[src/rtl/register_file_wb.sv]
// Register file with write-back bypass and per-register pending (scoreboard) bits.
// Reads are combinational; writes, reservations and the pending count update on Clk.
module register_file_wb #(
  parameter int DATA_W = 32,
  parameter int ADDR_W = 5
) (
  input  logic              Clk,
  input  logic              Rst_n,
  input  logic              RegWrite,
  input  logic [ADDR_W-1:0] WriteRegister,
  input  logic [DATA_W-1:0] WriteData,
  input  logic [ADDR_W-1:0] ReadRegister1,
  input  logic [ADDR_W-1:0] ReadRegister2,
  output logic [DATA_W-1:0] ReadData1,
  output logic [DATA_W-1:0] ReadData2,
  input  logic              Reserve,
  input  logic [ADDR_W-1:0] ReserveRegister,
  output logic              Hazard1,
  output logic              Hazard2,
  output logic [ADDR_W:0]   PendingCount
);

  localparam int NREG = 1 << ADDR_W;

  logic [DATA_W-1:0] regs [NREG];
  logic [NREG-1:0]   pending;
  logic [NREG-1:0]   pending_nxt;
  logic [ADDR_W:0]   count_nxt;
  logic              wr_en;
  logic              rsv_en;

  assign wr_en  = RegWrite && (WriteRegister != '0);
  assign rsv_en = Reserve && (ReserveRegister != '0);

  // Clear for the write-back first, then set for the reservation, so a
  // same-index reserve wins over the write-back.
  always_comb begin
    pending_nxt = pending;
    if (wr_en)  pending_nxt[WriteRegister]   = 1'b0;
    if (rsv_en) pending_nxt[ReserveRegister] = 1'b1;
    pending_nxt[0] = 1'b0;
  end

  always_comb begin
    count_nxt = '0;
    for (int i = 0; i < NREG; i++) begin
      count_nxt = count_nxt + {{ADDR_W{1'b0}}, pending_nxt[i]};
    end
  end

  always_ff @(posedge Clk) begin
    if (!Rst_n) begin
      // NOTE: the register array is reset explicitly because reads after reset
      // must return 0; this forces flops rather than a RAM macro.
      for (int i = 0; i < NREG; i++) begin
        regs[i] <= '0;
      end
      pending      <= '0;
      PendingCount <= '0;
    end else begin
      if (wr_en) begin
        regs[WriteRegister] <= WriteData;
      end
      pending      <= pending_nxt;
      PendingCount <= count_nxt;
    end
  end

  function automatic logic [DATA_W-1:0] read_port(input logic [ADDR_W-1:0] idx);
    if (idx == '0)
      return '0;
    else if (RegWrite && (WriteRegister == idx))
      return WriteData;
    else
      return regs[idx];
  endfunction

  function automatic logic hazard_port(input logic [ADDR_W-1:0] idx);
    return (idx != '0) && pending[idx] && !(RegWrite && (WriteRegister == idx));
  endfunction

  assign ReadData1 = read_port(ReadRegister1);
  assign ReadData2 = read_port(ReadRegister2);
  assign Hazard1   = hazard_port(ReadRegister1);
  assign Hazard2   = hazard_port(ReadRegister2);

endmodule

[config.mk]
export PLATFORM = sky130hd
export DESIGN_NAME = register_file_wb
export DESIGN_NICKNAME = d
export VERILOG_FILES = /design/src/rtl/register_file_wb.sv
export SDC_FILE = /design/constraint.sdc
export NUM_CORES = 2
export LEC_CHECK = 0
export CORE_AREA = 2 2 382 384
export DETAILED_ROUTE_END_ITERATION = 10
export DIE_AREA = 0 0 384 386
export PLACE_DENSITY = 0.69
export SETUP_SLACK_MARGIN = 0.02
export SYNTH_ARGS = -nofsm -noshare
export SYNTH_HDL_FRONTEND = slang
export SYNTH_SLANG_ARGS = --single-unit
[constraint.sdc]
create_clock -name Clk -period 6.3 [get_ports Clk]
set_input_delay 0.63 -clock Clk [delete_from_list [all_inputs] [get_ports Clk]]
set_output_delay 0.63 -clock Clk [all_outputs]
set_load 0.1 [all_outputs]
======== Word-level counts from Yosys, hierarchy flattened ========
Memory sizes are Yosys's and may differ from the RTL's.
Cells that the tools add are included.
word-level totals
  bits of input ports ..................... 56
  memory bits (writable) .................. 1,024
  memories ................................ 1
  flip-flop bits (word level) ............. 38
cells by class
  order comparisons ....................... 6
  bitwise gates (word level) .............. 3
  eq/ne operators ......................... 2
  reduce and logical (&&, ||, !) cells .... 19
  add/sub/neg operators ................... 30
  multiplexer cells ....................... 21
memories
  name  words  bits a word  rd ports  clocked after memory_dff  wr ports  RTL line  source
  regs  32     32           2         0                         32        25        logic [DATA_W-1:0] regs [NREG];
operator list
  operator                                                    count
  2-to-1 mux 32 bit                                           7
  adder 6 x 1 -> 6 bit                                        25
  AND 32 bit                                                  1
  inverter 32 bit                                             1
  OR 32 bit                                                   1
  OR reduction 32 bit                                         1
  less-than comparator 5 x 6 -> 1 bit, second input constant  4
  nonzero test 5 bit                                          4
  binary-select mux 1 bit (select 5 bit)                      2
  demux 1 bit (select 5 bit)                                  2
  == test 5 bit                                               2
  >= comparator 5 x 1 -> 1 bit, second input constant         2
  logical AND 1 bit                                           10
  logical NOT 5 bit                                           2
  2-to-1 mux 1 bit                                            9
  adder 5 x 1 -> 6 bit                                        1
  adder 4 x 1 -> 5 bit                                        1
  2-to-1 mux 5 bit                                            1
  adder 3 x 1 -> 4 bit                                        1
  adder 2 x 1 -> 3 bit                                        1
  adder 1 x 1 -> 2 bit                                        1
  logical NOT 1 bit                                           2

======== Logic depth before layout (Yosys ltp) ========
  word-level depth ........................ 39
  mapped depth ............................ 21

======== Worst setup path after synthesis ========
OpenSTA, ideal clock, no wires.
  path type ............................... input port to flip-flop
  from .................................... input WriteRegister[2]
  to ...................................... register PendingCount[4]
  required time ........................... 6.183 ns
  arrival time ............................ 5.858 ns
  path buffers ............................ 2
  slack ................................... 0.325 ns
  stages .................................. 21
  cells stage by stage .................... buf_2 or3_1 clkbuf_1 and3_1 nand2_1 a22oi_1 fa_1 fa_1 fa_1 inv_1 fa_1 inv_1 fa_1 fa_1 fa_1 inv_1 fa_1 a21o_1 a21oi_1 xor2_1 nor2_1
between the ends
  word-level cells in the longest chain between the ends .. 39
  elaborated cells between the ends (all ways) .. 42
  those cells by class .................... add/sub (30); order compare (2); mux (4); bitwise (3); reduce/logical (3)
ends and longest elaborated chain
  element                                                                                                    RTL line  source
  start, declared                                                                                            10        input logic [ADDR_W-1:0] WriteRegister,
  less-than comparator 5 x 6 -> 1 bit (not written as such) or >= comparator 5 x 1 -> 1 bit (tied branches)  39        if (wr_en) pending_nxt[WriteRegister] = 1'b0;
  logical AND 1 bit (not written as such)                                                                    39
  2-to-1 mux 1 bit (not written as such)                                                                     39
  demux 1 bit (select 5 bit)                                                                                 39
  inverter 32 bit (no source line)                                                                           --
  AND 32 bit (no source line)                                                                                --
  2-to-1 mux 32 bit *                                                                                        39
  OR 32 bit (no source line)                                                                                 --
  2-to-1 mux 32 bit *                                                                                        40        if (rsv_en) pending_nxt[ReserveRegister] = 1'b1;
  adder 1 x 1 -> 2 bit                                                                                       47        count_nxt = count_nxt + {{ADDR_W{1'b0}}, pending_nxt[i]};
  adder 2 x 1 -> 3 bit                                                                                       47
  adder 3 x 1 -> 4 bit                                                                                       47
  adder 4 x 1 -> 5 bit                                                                                       47
  adder 5 x 1 -> 6 bit                                                                                       47
  adder 6 x 1 -> 6 bit (24 in series)                                                                        47
  adder 6 x 1 -> 6 bit *                                                                                     47
  end signal, assigned                                                                                       65        PendingCount <= count_nxt;
  end, declared                                                                                              20        output logic [ADDR_W:0] PendingCount
Every way passes the cells marked *; elsewhere a longest branch is shown, timed or not.
A chain may end at the register's enable or synchronous reset.

======== Worst setup path after layout ========
  from .................................... input WriteRegister[1]
  to ...................................... register PendingCount[4]
The elaborated chain is that of the path after synthesis.

==> report_table.html <==
<table>
<tr><th>Metric</th><th>Value</th></tr>
<tr><th colspan="2">Status</th></tr>
<tr><td>Outcome</td><td>finished clean</td></tr>
<tr><th colspan="2">Power</th></tr>
<tr><td>Peak supply drop</td><td>0.0002723 V</td></tr>
<tr><td>Power per unit of standard cell area</td><td>270.7 nW/um^2</td></tr>
<tr><td>Reported leakage power</td><td>0.02244 uW</td></tr>
<tr><th colspan="2">Layout</th></tr>
<tr><td>Fraction of layout instances using a drive strength above 1</td><td>24.69%</td></tr>
<tr><td>Sequential Area</td><td>31,490 um^2</td></tr>
<tr><td>Post-Layout Inst Area</td><td>64,700 um^2</td></tr>
<tr><td>Area of the multi-input gates</td><td>24,430 um^2</td></tr>
<tr><td>Layout filler cell count</td><td>12,580</td></tr>
<tr><td>Non-filler instance count after layout</td><td>6,068</td></tr>
<tr><td>Area growth from synthesis to layout</td><td>12.69%</td></tr>
<tr><td>Number of nets at the end of the flow</td><td>4,144</td></tr>
<tr><th colspan="2">Route</th></tr>
<tr><td>Number of DRC markers in iteration 0</td><td>6,158</td></tr>
<tr><td>Average wire length per cell after detail routing</td><td>33.66 um</td></tr>
<tr><td>Total via count in the routed design</td><td>39,010</td></tr>
<tr><td>Final antenna-violating net count</td><td>0</td></tr>
<tr><td>Total wire length after detailed routing</td><td>204.3 mm</td></tr>
<tr><td>Per-cell via count in the routed design</td><td>6.428</td></tr>
<tr><td>Router iterations before antenna repair</td><td>5</td></tr>
<tr><td>DR DRC count</td><td>0</td></tr>
<tr><th colspan="2">Floorplanning</th></tr>
<tr><td>Area of the die</td><td>148,200 um^2</td></tr>
<tr><td>Starting utilization of the core area</td><td>39.73%</td></tr>
<tr><td>Floorplan die height</td><td>386 um</td></tr>
<tr><td>Site row count</td><td>140</td></tr>
<tr><td>Overall die width</td><td>384 um</td></tr>
<tr><td>Std-Cell Core Area</td><td>144,500 um^2</td></tr>
<tr><td>Top-Level Pins</td><td>128</td></tr>
<tr><th colspan="2">Global route</th></tr>
<tr><td>Initial antenna violation count</td><td>19</td></tr>
<tr><td>Fraction of met1 tracks used by global routing</td><td>34.91%</td></tr>
<tr><td>Global routing met3 resource utilization</td><td>7.963%</td></tr>
<tr><td>Global-route wire length before repair</td><td>286.0 mm</td></tr>
<tr><td>GRT Util Overall</td><td>27.27%</td></tr>
<tr><td>Aggregate global routing overflow</td><td>0</td></tr>
<tr><td>Pin count of the biggest net entering global routing</td><td>120</td></tr>
<tr><td>Met2 usage in global routing</td><td>42.29%</td></tr>
<tr><td>Number of global-route vias before repair</td><td>38,210</td></tr>
<tr><td>GRT busiest layer</td><td>met2</td></tr>
<tr><th colspan="2">Timing</th></tr>
<tr><td>Relative slew slack</td><td>13.08%</td></tr>
<tr><td>Unrepaired setup endpoints after global routing</td><td>no</td></tr>
<tr><td>Post-layout min period</td><td>5.936 ns</td></tr>
<tr><td>Final slew viol count</td><td>0</td></tr>
<tr><td>Maximum achievable frequency</td><td>168.5 MHz</td></tr>
<tr><td>Final period utilization</td><td>94.22%</td></tr>
<tr><td>Worst clock skew</td><td>0.01496 ns</td></tr>
<tr><td>Setup violations, final</td><td>0</td></tr>
<tr><td>Transition time at the pin with the least slew margin</td><td>1.300 ns</td></tr>
<tr><td>Hold Vio Cnt, Final</td><td>0</td></tr>
<tr><th colspan="2">Synth</th></tr>
<tr><td>Syn avg cell area</td><td>14.41 um^2</td></tr>
<tr><td>Seq cells post-synth</td><td>1,061</td></tr>
<tr><td>Warning count from the yosys run</td><td>0</td></tr>
<tr><td>Cells taking the most area after synthesis</td><td>edfxtp_1 54%, mux4_2 19%, and2_1 11%</td></tr>
<tr><td>Distinct cell type count of the synthesized netlist</td><td>60</td></tr>
<tr><td>FFs w/ async S/R, synth</td><td>0%</td></tr>
<tr><td>Number of synthesized flops with an enable pin</td><td>1,024</td></tr>
<tr><td>Yosys top cell area share</td><td>53.56%</td></tr>
<tr><td>Post-synthesis cell count</td><td>3,984</td></tr>
<tr><td>Post-synthesis sequential area ratio</td><td>54.85%</td></tr>
<tr><td>Dominant synthesized flop cell</td><td>edfxtp_1</td></tr>
<tr><td>Cell type with the largest total area after synthesis</td><td>edfxtp_1</td></tr>
<tr><td>Mapped cell area</td><td>57,410 um^2</td></tr>
<tr><th colspan="2">Place</th></tr>
<tr><td>Number of placed instances, taps included</td><td>5,865</td></tr>
<tr><td>Post-Place Cell Area</td><td>61,260 um^2</td></tr>
<tr><td>Global placement routability congestion</td><td>0.9476</td></tr>
<tr><td>Port Buffer Count</td><td>127</td></tr>
<tr><td>Half-perimeter wire length after placement</td><td>123.8 mm</td></tr>
<tr><th colspan="2">CTS</th></tr>
<tr><td>Clock insertion delay at the later pin of the skew report</td><td>0.72 ns</td></tr>
<tr><td>Number of sinks on the clock net</td><td>1,061</td></tr>
<tr><td>Clock-pin slew reported for the worst setup and hold paths after clock tree synthesis</td><td>0.06 ns</td></tr>
<tr><td>Cell at the root of the clock tree</td><td>clkbuf_16</td></tr>
<tr><td>Clock buffers created by TritonCTS</td><td>108</td></tr>
<tr><td>Number of buffers on the longest clock path</td><td>3</td></tr>
<tr><td>Post-CTS sizing</td><td>0</td></tr>
<tr><td>Number of buffers inserted by hold repair at cts</td><td>0</td></tr>
<tr><td>CTS tree</td><td>yes</td></tr>
<tr><td>Total setup buffers inserted after CTS</td><td>0</td></tr>
<tr><td>H-tree levels</td><td>3</td></tr>
<tr><th colspan="2">Worst setup path</th></tr>
<tr><td>Depth of the critical timing path with buffers and inverters included</td><td>20</td></tr>
<tr><td>Reg2reg path depth</td><td>16</td></tr>
<tr><td>Capture point of the worst path</td><td>PendingCount[4]$_SDFF_PN0_</td></tr>
<tr><td>Arrival @ worst endpoint</td><td>6.49 ns</td></tr>
<tr><td>Crit-path slowest cell</td><td>clkdlybuf4s50_1</td></tr>
<tr><td>Endpoint of the lowest-slack register-to-register path</td><td>PendingCount[4]$_SDFF_PN0_</td></tr>
<tr><td>Startpoint kind of the worst setup timing path</td><td>input pin</td></tr>
<tr><td>Cell occurring most often along the worst timing path</td><td>fa_1</td></tr>
<tr><td>Count of buffer and inverter cells on the critical path</td><td>4</td></tr>
<tr><td>Endpoint kind of the worst setup timing path</td><td>flip-flop</td></tr>
<tr><td>Largest stage delay on the critical path</td><td>0.54 ns</td></tr>
<tr><td>R2r setup slk</td><td>1.14 ns</td></tr>
<tr><td>First element of the critical path</td><td>WriteRegister[1]</td></tr>
<tr><td>Kind of cell with the highest combined delay on the critical path</td><td>adder cells</td></tr>
<tr><td>Startpoint of the most critical register-to-register path</td><td>pending[28]$_SDFF_PN0_</td></tr>
<tr><td>Chain of cells forming the critical path</td><td>clkdlybuf4s50_1 -&gt; nor2b_1 -&gt; and2_1 -&gt; nand2_1 -&gt; a22oi_1 -&gt; fa_1 -&gt; fa_1 -&gt; fa_1 -&gt; inv_1 -&gt; fa_1 -&gt; inv_1 -&gt; fa_1 -&gt; fa_1 -&gt; fa_1 -&gt; inv_1 -&gt; fa_1 -&gt; a21o_1 -&gt; a21oi_1 -&gt; xor2_1 -&gt; nor2_1</td></tr>
<tr><td>Required time worst endpoint</td><td>6.86 ns</td></tr>
<tr><td>Critical path class</td><td>in2reg</td></tr>
<tr><td>Critical path fanouts, max</td><td>5</td></tr>
<tr><th colspan="2">Min path</th></tr>
<tr><td>Tightest Hold Check Type</td><td>reg2reg</td></tr>
<tr><th colspan="2">Job</th></tr>
<tr><td>Reported max-cap violation count</td><td>0</td></tr>
</table>
## per-layer routing
layer | part of all wire, % | wire length (um)
met5 | 0.097 | 198
met4 | 5.5 | 11180
met3 | 13 | 27360
met2 | 46 | 93480
met1 | 35 | 72050
## area by class of cell
cell class	instances	share of cell area (%)
Antenna cell	7	0.02708
Clock buffer	136	4.452
Clock inverter	60	0.8335
Inverter	32	0.1876
Multi-Input combinational cell	2506	37.76
Sequential cell	1061	48.67
Tap cell	1917	3.707
Timing Repair Buffer	349	4.361
## report_power, final
part / internal (uW) / leakage (uW) / switching, uW
registers: 8130 / 0.0101 / 200
clock network: 3530 / 0.00168 / 2850
logic: 927 / 0.0107 / 1880
total: 12600 / 0.0224 / 4930
## registers in the layout (all words and copies together), names as in the netlist
register / cells
PendingCount: 6
regs: 1024
pending: 31
## cell usage after synthesis, drive strengths merged, types with 5 or more instances
master,number
edfxtp,1024
and2,1001
mux4,483
clkbuf,285
mux2i,145
buf,131
nand2,121
nor2,107
o21ai,103
a22oi,100
o22ai,79
nand3,63
a221oi,39
dfxtp,37
a21oi,35
inv,30
a22o,26
a211oi,24
fa,23
nor2b,12
nand2b,10
and3,8
xnor2,8
ha,7
or2,6
a31oi,5
and3b,5
mux2,5
nor3,5
nor3b,5
o2111ai,5
xor2,5
## cells by family (layout without fill, tap and decap cells)
family / count (synthesis) / in the layout / synth area share (%)
AO/OA/AOI/OAI: 439 / 439 / 5.150
XOR/XNOR: 13 / 13 / 0.1983
adder cells (fa/ha/maj): 30 / 30 / 0.9546
buffers and inverters: 448 / 577 / 3.515
flip-flops: 1061 / 1061 / 54.85
multiplexers: 633 / 633 / 21.57
other: 1 / 39 / 0.006532
AND/OR/NAND/NOR: 1359 / 1359 / 13.75
## stage by stage
stage	hold slack, ns	setup slack (ns)	utilization (%)	power (uW)	setup TNS, ns
6_report	0.6038	0.3639	44.77	17510	0
5_1_grt	0.6096	0.1546	44.76	17890	0
4_1_cts	0.5952	0.4138	44.76	17460	0
3_5_place_dp	0.5919	-0.3141	42.39	11210	-0.5577
3_3_place_gp	0.5998	-0.2743	42.39	11160	-0.3327
2_1_floorplan	0.5109	0.3250	-	10220	0
## worst register-to-register path, stage by stage (launching register included)
cell,delay [ns]
dfxtp_1,0.34
a22oi_1,0.32
fa_1,0.50
fa_1,0.49
fa_1,0.50
inv_1,0.06
fa_1,0.53
inv_1,0.05
fa_1,0.46
fa_1,0.53
fa_1,0.19
inv_1,0.08
fa_1,0.44
a21o_1,0.16
a21oi_1,0.16
xor2_1,0.17
nor2_1,0.05
## placed cells by master, fill, tap and decap left out, types with 7 or more instances in the layout
cell type           n
mux4_2            483
nand2_1            93
and3_1              8
mux2i_1           145
fa_1               23
nand2_2            28
clkdlybuf4s50_1    51
a211oi_1           24
a22oi_1           100
a21oi_1            35
o21ai_0            98
a221oi_1           39
xnor2_1             8
nor2_1             71
a22o_1             26
nor2_4             34
conb_1             32
and2_1            999
ha_1                7
inv_1              28
dfxtp_1            37
nand2b_1           10
o22ai_1            79
clkinv_1           23
edfxtp_1         1024
nand3_1            63
buf_4             285
clkinv_2           23
nor2b_1             8
bufinv_16           7
clkbuf_16         110
clkbuf_1           23
diode_2             7
## worst min-delay path by stage
stage	startpoint	to	slack, ns	cells past startpoint
after detailed placement	pending[14]$_SDFF_PN0_	pending[14]$_SDFF_PN0_	0.59	2
final	pending[14]$_SDFF_PN0_	pending[14]$_SDFF_PN0_	0.60	2
after global routing	pending[20]$_SDFF_PN0_	pending[20]$_SDFF_PN0_	0.61	2
after CTS	pending[20]$_SDFF_PN0_	pending[20]$_SDFF_PN0_	0.60	2
after floorplan	pending[7]$_SDFF_PN0_	pending[7]$_SDFF_PN0_	0.51	2
after global placement	pending[14]$_SDFF_PN0_	pending[14]$_SDFF_PN0_	0.60	2
Note: power is estimated with default switching activity, not from simulation.
